`config.mk`:
```
export PLATFORM = sky130hd
export DESIGN_NAME = led_pattern_gen
export DESIGN_NICKNAME = d
export VERILOG_FILES = /design/src/rtl/led_pkg.sv /design/src/rtl/led_blink_timebase.sv /design/src/rtl/led_pattern_gen.sv
export SDC_FILE = /design/constraint.sdc
export NUM_CORES = 1
export LEC_CHECK = 0
export CAP_MARGIN = 10
export CELL_PAD_IN_SITES_DETAIL_PLACEMENT = 1
export CELL_PAD_IN_SITES_GLOBAL_PLACEMENT = 2
export CORE_ASPECT_RATIO = 1.75
export CORE_MARGIN = 1.5
export CORE_UTILIZATION = 28
export CTS_CLUSTER_DIAMETER = 60
export DETAILED_ROUTE_END_ITERATION = 8
export PLACE_DENSITY = 0.81
export SETUP_SLACK_MARGIN = 0.05
export SLEW_MARGIN = 20
export SYNTH_ARGS = -nofsm -noshare
export SYNTH_HDL_FRONTEND = slang
export SYNTH_HIERARCHICAL = 1
export SYNTH_SLANG_ARGS = --single-unit
export TNS_END_PERCENT = 1
```
`constraint.sdc`:
```
create_clock -name SlowClock -period 2 [get_ports SlowClock]
set_clock_uncertainty 0.15 [all_clocks]
set_input_delay 0.5 -clock SlowClock [delete_from_list [all_inputs] [get_ports SlowClock]]
set_output_delay 0.5 -clock SlowClock [all_outputs]
set_load 0.02 [all_outputs]
```
`src/rtl/led_pkg.sv`:
```
// Shared types and constants for the bicolour LED pattern generator.
package led_pkg;

  // Per-channel display modes carried on ChMode
  typedef enum logic [2:0] {
    MODE_OFF    = 3'd0,
    MODE_GREEN  = 3'd1,
    MODE_RED    = 3'd2,
    MODE_AMBER  = 3'd3,
    MODE_SLOW_G = 3'd4,
    MODE_SLOW_R = 3'd5,
    MODE_ALT    = 3'd6,
    MODE_FAST_R = 3'd7
  } led_mode_e;

  // Lamp-test sequencer states
  typedef enum logic [1:0] {
    IDLE   = 2'd0,
    TEST_G = 2'd1,
    TEST_R = 2'd2
  } lt_state_e;

  // Active-high lamp state of one bicolour channel
  typedef struct packed {
    logic g;
    logic r;
  } led_state_t;

  localparam led_state_t LED_OFF   = '{g: 1'b0, r: 1'b0};
  localparam led_state_t LED_GREEN = '{g: 1'b1, r: 1'b0};
  localparam led_state_t LED_RED   = '{g: 1'b0, r: 1'b1};
  localparam led_state_t LED_AMBER = '{g: 1'b1, r: 1'b1};

  // Counter width able to hold 0..ticks-1 (never narrower than one bit)
  function automatic int unsigned cnt_width(input int unsigned ticks);
    return (ticks <= 1) ? 1 : $clog2(ticks);
  endfunction

endpackage

```
`src/rtl/led_blink_timebase.sv`:
```
// Strobe-driven half-period prescaler: counts strobes 0..TICKS-1 and toggles
// Phase on the strobe that wraps the count. Wrap flags that strobe.
module led_blink_timebase
  import led_pkg::*;
#(
  parameter int unsigned TICKS = 31
) (
  input  logic SlowClock,
  input  logic Reset,
  input  logic Strobe,
  output logic Phase,
  output logic Wrap
);

  localparam int unsigned   CW   = cnt_width(TICKS);
  localparam logic [CW-1:0] LAST = CW'(TICKS - 1);

  logic [CW-1:0] cnt_q, cnt_d;
  logic          phase_q, phase_d;

  assign Wrap  = Strobe && (cnt_q == LAST);
  assign Phase = phase_q;

  // Next count/phase: advance only on a strobe, wrap and toggle at the end
  always_comb begin
    cnt_d   = cnt_q;
    phase_d = phase_q;
    if (Strobe) begin
      if (cnt_q == LAST) begin
        cnt_d   = '0;
        phase_d = ~phase_q;
      end else begin
        cnt_d = cnt_q + CW'(1);
      end
    end
  end

  // Counter and phase registers
  always_ff @(posedge SlowClock or posedge Reset) begin
    if (Reset) begin
      cnt_q   <= '0;
      phase_q <= 1'b0;
    end else begin
      cnt_q   <= cnt_d;
      phase_q <= phase_d;
    end
  end

endmodule

```
`src/rtl/led_pattern_gen.sv`:
```
// Bicolour LED pattern generator: per-channel mode decode with slow/fast
// blink, fault latches with fast-red override, power gating and a two-phase
// lamp test. LED drives are registered and active-low.
module led_pattern_gen
  import led_pkg::*;
#(
  parameter int unsigned NUM_CH     = 4,
  parameter int unsigned SLOW_TICKS = 31,
  parameter int unsigned FAST_TICKS = 8,
  parameter int unsigned TEST_TICKS = 62
) (
  input  logic                  SlowClock,
  input  logic                  Reset,
  input  logic                  Strobe16ms,
  input  logic                  PwrOn,
  input  logic [3*NUM_CH-1:0]   ChMode,
  input  logic [NUM_CH-1:0]     FaultIn,
  input  logic [NUM_CH-1:0]     FaultClr,
  input  logic                  LampTest,
  output logic [NUM_CH-1:0]     LedG_N,
  output logic [NUM_CH-1:0]     LedR_N,
  output logic [NUM_CH-1:0]     FaultLatched,
  output logic                  TestBusy
);

  localparam int unsigned    TCW   = cnt_width(TEST_TICKS);
  localparam logic [TCW-1:0] TLAST = TCW'(TEST_TICKS - 1);

  // Timebases shared by every channel
  logic slow_phase, slow_wrap, fast_phase, fast_wrap;
  logic slow_phase_d, fast_phase_d;

  led_blink_timebase #(.TICKS(SLOW_TICKS)) u_slow_tb (
    .SlowClock (SlowClock),
    .Reset     (Reset),
    .Strobe    (Strobe16ms),
    .Phase     (slow_phase),
    .Wrap      (slow_wrap)
  );

  led_blink_timebase #(.TICKS(FAST_TICKS)) u_fast_tb (
    .SlowClock (SlowClock),
    .Reset     (Reset),
    .Strobe    (Strobe16ms),
    .Phase     (fast_phase),
    .Wrap      (fast_wrap)
  );

  // LEDs are decoded from next-cycle phase values so a phase change reaches
  // the pins on the same edge that registers it.
  assign slow_phase_d = slow_phase ^ slow_wrap;
  assign fast_phase_d = fast_phase ^ fast_wrap;

  // Fault latches: set wins over clear in the same cycle
  logic [NUM_CH-1:0] fault_q, fault_d;
  assign fault_d      = (fault_q & ~FaultClr) | FaultIn;
  assign FaultLatched = fault_q;

  // Lamp-test sequencer. armed_q stays low after reset until LampTest has
  // been seen low, so a request held through reset cannot retrigger.
  lt_state_e      state_q, state_d;
  logic [TCW-1:0] tcnt_q, tcnt_d;
  logic           lamp_q;
  logic           armed_q;
  logic           lt_rise;

  assign lt_rise  = LampTest && !lamp_q && armed_q;
  assign TestBusy = (state_q != IDLE);

  // Sequencer next state: each test phase lasts TEST_TICKS strobes and the
  // phase counter restarts at zero on entry to each phase
  always_comb begin
    state_d = state_q;
    tcnt_d  = tcnt_q;
    unique case (state_q)
      IDLE: begin
        if (lt_rise) begin
          state_d = TEST_G;
          tcnt_d  = '0;
        end
      end
      TEST_G: begin
        if (Strobe16ms) begin
          if (tcnt_q == TLAST) begin
            state_d = TEST_R;
            tcnt_d  = '0;
          end else begin
            tcnt_d = tcnt_q + TCW'(1);
          end
        end
      end
      TEST_R: begin
        if (Strobe16ms) begin
          if (tcnt_q == TLAST) begin
            state_d = IDLE;
            tcnt_d  = '0;
          end else begin
            tcnt_d = tcnt_q + TCW'(1);
          end
        end
      end
      default: begin
        state_d = IDLE;
        tcnt_d  = '0;
      end
    endcase
  end

  // Sequencer, edge detector and fault latch registers
  always_ff @(posedge SlowClock or posedge Reset) begin
    if (Reset) begin
      state_q <= IDLE;
      tcnt_q  <= '0;
      lamp_q  <= 1'b0;
      armed_q <= 1'b0;
      fault_q <= '0;
    end else begin
      state_q <= state_d;
      tcnt_q  <= tcnt_d;
      lamp_q  <= LampTest;
      armed_q <= armed_q | ~LampTest;
      fault_q <= fault_d;
    end
  end

  // Per-channel decode, priority: lamp test, power off, fault, mode
  logic [NUM_CH-1:0] led_g_d, led_r_d;

  for (genvar n = 0; n < NUM_CH; n++) begin : g_ch
    led_mode_e  mode;
    led_state_t led;

    assign mode = led_mode_e'(ChMode[3*n +: 3]);

    // Resolve this channel's lamp state for the next cycle
    always_comb begin
      led = LED_OFF;
      if (state_d == TEST_G) begin
        led = LED_GREEN;
      end else if (state_d == TEST_R) begin
        led = LED_RED;
      end else if (!PwrOn) begin
        led = LED_OFF;
      end else if (fault_d[n]) begin
        led = fast_phase_d ? LED_RED : LED_OFF;
      end else begin
        unique case (mode)
          MODE_OFF:    led = LED_OFF;
          MODE_GREEN:  led = LED_GREEN;
          MODE_RED:    led = LED_RED;
          MODE_AMBER:  led = LED_AMBER;
          MODE_SLOW_G: led = slow_phase_d ? LED_GREEN : LED_OFF;
          MODE_SLOW_R: led = slow_phase_d ? LED_RED : LED_OFF;
          MODE_ALT:    led = slow_phase_d ? LED_GREEN : LED_RED;
          MODE_FAST_R: led = fast_phase_d ? LED_RED : LED_OFF;
          default:     led = LED_OFF;
        endcase
      end
    end

    assign led_g_d[n] = led.g;
    assign led_r_d[n] = led.r;
  end

  // Registered active-low LED drives
  logic [NUM_CH-1:0] led_g_n_q, led_r_n_q;

  // Output registers, dark during reset
  always_ff @(posedge SlowClock or posedge Reset) begin
    if (Reset) begin
      led_g_n_q <= '1;
      led_r_n_q <= '1;
    end else begin
      led_g_n_q <= ~led_g_d;
      led_r_n_q <= ~led_r_d;
    end
  end

  assign LedG_N = led_g_n_q;
  assign LedR_N = led_r_n_q;

endmodule
```
# Word-level counts from Yosys, hierarchy flattened
# Index checks and enable logic that the tools add are counted.
[op_classes]
eq_ne = 37
n_mux = 36
bitwise = 11
n_addsub = 3
reduce_logical = 15
[ops]
columns = ["operator", "n"]
rows = [
  ["2-bit one-hot mux with 8 select lines", 4],
  ["3-bit == test (second input constant)", 17],
  ["2-bit two-way mux", 23],
  ["3-bit by 2-bit == test with 1-bit output (second input constant)", 8],
  ["6-bit two-way mux", 3],
  ["3-bit by 1-bit == test with 1-bit output (second input constant)", 4],
  ["3-bit logical NOT", 4],
  ["4-bit NOT", 3],
  ["6-bit one-hot mux with 2 select lines", 1],
  ["6-bit by 1-bit adder with 6-bit output (second input constant)", 1],
  ["6-bit == test (second input constant)", 1],
  ["2-bit one-hot mux with 3 select lines", 1],
  ["2-bit AND reduction", 3],
  ["5-bit by 1-bit adder with 5-bit output (second input constant)", 1],
  ["5-bit == test (second input constant)", 1],
  ["5-bit two-way mux", 1],
  ["4-bit AND", 1],
  ["2-bit by 1-bit == test with 1-bit output (second input constant)", 2],
  ["2-bit == test (second input constant)", 2],
  ["1-bit logical AND", 4],
  ["4-bit OR", 1],
  ["3-bit by 1-bit adder with 3-bit output (second input constant)", 1],
  ["3-bit two-way mux", 1],
  ["1-bit NOT", 3],
  ["other kinds (9)", 11],
]
[word_totals]
elab_cells = 113
out_inout_bits = 13
register_bits = 32
inputBits = 25

# Longest topological paths before layout
[logic_depth]
word_depth = 10
ltp_mapped = 9
mapped_depth_nobuf = 9

# Cells and area by module
# Netlist, hierarchy kept.
[modules_own_cells]
columns = ["mod", "n_inst", "area_per_inst_um2", "seq_area_each_um2", "cells_each"]
rows = [
  ["led_pattern_gen", 1, 1328.8, 560.5, 149],
  ["led_blink_timebase (u_slow_tb)", 1, 321.6, 150.1, 32],
  ["led_blink_timebase (u_fast_tb)", 1, 193.9, 100.1, 15],
]

# Worst setup path before layout
# OpenSTA, ideal clock, no wires.
[synth_path]
path_kind = "in2reg"
from = "input port Strobe16ms"
to = "register led_r_n_q[3] (netlist: LedR_N[3])"
t_required_ns = 1.773
path_stages = 8
setup_ns = 0.077
n_path_buf = 1
path_slack_ns = 0.055
t_arrival_ns = 1.718
cell_sequence = "buf_4 > nand3_1 > nor2_1 > xor2_1 > a21oi_1 > o21ai_0 > a21oi_1 > o21a_1"
[synth_between]
elab_chain_cells = 9
word_cells_on_any_way = 18
classes_between = "eq/ne: 2; mux: 11; bitwise: 3; reduce/logical: 2"
[synth_rtl]
columns = ["element", "line", "text"]
rows = [
  ["start, declared", "led_pattern_gen.sv:14", "input logic Strobe16ms,"],
  ["1-bit logical AND *", "led_blink_timebase.sv:21", "assign Wrap = Strobe && (cnt_q == LAST);"],
  ["net slow_wrap", "led_pattern_gen.sv:30", "logic slow_phase, slow_wrap, fast_phase, fast_wrap;"],
  ["1-bit bitwise XOR *", "led_pattern_gen.sv:51", "assign slow_phase_d = slow_phase ^ slow_wrap;"],
  ["2-bit two-way mux / 1-bit two-way mux (equally long branches)", "led_pattern_gen.sv:154, led_pattern_gen.sv:153", ""],
  ["2-bit one-hot mux with 8 select lines *", "led_pattern_gen.sv:147", "unique case (mode)"],
  ["2-bit two-way mux *", "led_pattern_gen.sv:144", "end else if (fault_d[n]) begin"],
  ["2-bit two-way mux *", "led_pattern_gen.sv:142", "end else if (!PwrOn) begin"],
  ["2-bit two-way mux *", "led_pattern_gen.sv:140", "end else if (state_d == TEST_R) begin"],
  ["2-bit two-way mux *", "led_pattern_gen.sv:138", "if (state_d == TEST_G) begin"],
  ["4-bit NOT *", "led_pattern_gen.sv:175", "led_r_n_q <= ~led_r_d;"],
  ["end signal, assigned", "led_pattern_gen.sv:175", ""],
  ["end, declared", "led_pattern_gen.sv:166", "logic [NUM_CH-1:0] led_g_n_q, led_r_n_q;"],
]
# The timed path passes the listed nets; every way through them passes the cells marked *.
# A chain may end at the register's enable or synchronous reset.

# Final worst setup path
[layout_path]
from = "register fault_q[3] (netlist: FaultLatched[3])"
to = "output port FaultLatched[3]"
[layout_rtl]
columns = ["element", "line", "text"]
rows = [
  ["start, declared", "led_pattern_gen.sv:55", "logic [NUM_CH-1:0] fault_q, fault_d;"],
  ["start signal, assigned", "led_pattern_gen.sv:122", "fault_q <= fault_d;"],
  ["end, declared", "led_pattern_gen.sv:22", "output logic [NUM_CH-1:0] FaultLatched,"],
]
# No word-level cell between the ends.

==> run_results.csv <==
group,metric,value,unit
setup_path,worstSetupPathType,"reg -> out",
global_routing,grt_pass1_wl,8360,um
yosys,ys_ff_latch,32,
sta,worst_pin_slew,0.524,ns
yosys,synth_flop_cell,"dfrtp_1",
final_layout,area_growth,50.5,%
placed_design,dp.cells,338,
final_layout,drive_gt1_frac,0.287,
setup_path,cp-startpoint,"FaultLatched[3]",
yosys,synth-simple-area-share,0.179,
yosys,synthCells,196,
final_layout,final_area,0.00278,mm2
floorplan,row_count,39,
global_routing,grt_antenna_before_repair,0,
setup_path,r2r_start,"u_fast_tb/cnt_q[0]",
clocking,cts-root-buf,"clkbuf_16",
drt,drc,0,
clocking,cts.htree.levels,2,
placed_design,pre_cts_ws,-0.547,ns
placed_design,gp_congestion,0.750,
yosys,synth-compound-area-share,0.213,
sta,max_slew_margin,0.647,
yosys,async_flop_share,1.00,
power,cellPowerDensity,1190,mW/mm2
setup_path,crit_path_cell_trace,"clkdlybuf4s50_1",
sta,setup_tns,0,ns
drt,avgRoutedWirePerCell,14.6,um
floorplan,coreArea,0.00644,mm2
drt,drtIter0Drc,45,
power,internal_power,2.16,mW
power,p_switching,1.15,mW
floorplan,start_util,0.286,
drt,first_pass_iters,4,
drt,viasPerCell,4.82,
yosys,syn_area,0.00184,mm2
sta,fin_crit,1.93,ns
clocking,clkSinkCount,32,
sta,finalHoldViolations,0,
yosys,synth.area.mux_share,0.0258,
hold_path,hp-start,"armed_q",
power,p_comb_frac,0.424,
global_routing,grt_pass1_vias,1811,
run,cap_viol_max_count,0,
drt,wl,5100,um
sta,final-setup-viol-count,0,
power,clkPwrFrac,0.265,
yosys,synth_top_family_by_area,"compound AO/OA/AOI/OAI gates",
yosys,synth-adder-area-share,0.0678,
sta,slew_viol_final,0,
final_layout,utilization,0.431,
clocking,insertion_delay,0.28,ns
hold_path,hp-class,"reg -> reg",
floorplan,io_pins,38,
clocking,clk_pin_slew,0.06,ns
setup_path,reg2regPathDepth,8,
setup_path,cpPeakStageDelay,0.62,ns
setup_path,cp_num_buf_inv,1,
yosys,avgSynthCellArea,9.41,um2
yosys,synth_edf_count,0,
setup_path,crit_family,"buffers and inverters",
placed_design,numPortBuffers,37,
placed_design,dp_hpwl,3900,um
power,p_seq_frac,0.311,
power,leakagePower,1.23,nW
clocking,cts_tree,"built",
sta,grt_setup_unrepaired,"true",
hold_path,holdPathEnd,"armed_q",
setup_path,crit_path_start_kind,"flop",
yosys,synth_xor_area_frac,0.0278,
floorplan,die_y,110,um
clocking,cts_buffers,5,
yosys,synth_nets,231,
yosys,ys_types,42,
run_status,run_status,"finished clean",
global_routing,grt_usage,0.153,
final_layout,mostFrequentLayoutCell,"buf_4",
final_layout,most-common-layout-cells,"buf_4 (29), clkdlybuf4s50_1 (27), dfrtp_1 (24)",
power,peakVddDrop,0.549,mV
sta,period_share,0.967,
clocking,clock_path_buffers,2,
floorplan,die_w,64.4,um
setup_path,cp.required,1.35,ns
yosys,ys_warn_count,6,
setup_path,r2r-end,"LedR_N[2]",
setup_path,cp-end-kind,"primary output",
setup_path,crit_arrival,1.28,ns
global_routing,grt_max_degree,23,
drt,drtAntennaViolNets,0,
yosys,yosysSeqAreaShare,0.440,
global_routing,globalRouteOverflowTotal,0,
final_layout,diodes,0,
power,p_sw_frac,0.347,
placed_design,place_area,0.00249,mm2
sta,max_freq,0.517,GHz
drt,vias,1686,
floorplan,dieArea,0.00710,mm2
setup_path,cp_max_fo,3,
final_layout,fill_cells,767,
hold_path,hold_depth,1,
setup_path,r2r_slack,0.09,ns
setup_path,critical-path-slowest-cell,"clkdlybuf4s50_1",
final_layout,final_cell_count_no_fill,350,
final_layout,fin_nets,302,
sta,finalWorstSetupSlack,0.0653,ns
[state kept, by name, indices dropped and copies added (netlist names)]
name             cells
armed_q              1
tcnt_q               6
lamp_q               1
state_q              2
u_fast_tb/Phase      1
FaultLatched         4
LedG_N               4
u_slow_tb/Phase      1
u_slow_tb/cnt_q      5
u_fast_tb/cnt_q      3
LedR_N               4
[worst max path at each step]
stage,end,cells past startpoint
after detailed placement,LedR_N[1],8
after CTS,LedG_N[2],9
after global placement,LedR_N[1],8
after floorplan,LedR_N[3],8
final,FaultLatched[3],1
after global routing,LedR_N[2],10
[power groups by stage]
stage          combinational, mW  clock (mW)  sequential (mW)
2_1_floorplan              0.636           0             1.12
3_3_place_gp                1.33           0             1.03
3_5_place_dp                1.37           0             1.03
4_1_cts                     1.36       0.885             1.02
5_1_grt                     1.56       0.916             1.06
6_report                    1.40       0.878             1.03
[logic make-up (layout without fill, tap and decap cells)]
family                   after synthesis  after routing
adder cells (fa/ha/maj)               10             10
AND/OR/NAND/NOR                       60             60
flip-flops                            32             32
multiplexers                           4              4
XOR/XNOR                               5              5
AO/OA/AOI/OAI                         63             63
buffers and inverters                 22             94
[stage by stage]
stage	total power, mW	hold slack [ns]
final	3.31	0.321
after global placement	2.36	0.300
after global routing	3.53	0.343
after detailed placement	2.40	0.312
after floorplan	1.75	0.116
after CTS	3.27	0.327
[per-layer routing]
metal	track usage	routed length, um	vias to the layer above
met2	0.300	2920	22
met3	0.0264	108	6
li1	-	-	821
met5	0	0	-
met4	0.0578	76	0
met1	0.160	2000	837
[synthesized netlist by cell type (all sizes together) (5+ instances only)]
master | n | area, um2
dfrtp | 24 | 601
nand3 | 7 | 35.0
o21a | 8 | 60.1
inv | 20 | 75.1
dfstp | 8 | 210
nor2b | 6 | 37.5
nor2 | 13 | 48.8
and3 | 5 | 32.5
ha | 10 | 125
a21oi | 21 | 109
o21ai | 20 | 104
nand2 | 14 | 52.6
[cell type report]
type                            instances  area (um2)  area share
Tap cell                               82         103      0.0370
Sequential cell                        32         811       0.292
Clock inverter                          3        42.5      0.0153
Inverter                               20        75.1      0.0271
Multi-Input combinational cell        142        1040       0.375
Clock buffer                            5         125      0.0451
Timing Repair Buffer                   66         578       0.208
[repair_timing]
item	CTS	global route
endpoints found under the setup margin	19	13
setup buffers	1	3
pin swaps	4	6
resized for setup	23	14
hold buffers	0	0
endpoints found under the hold margin	0	0
gates cloned	0	0
Power figures use the tool's default switching activity.
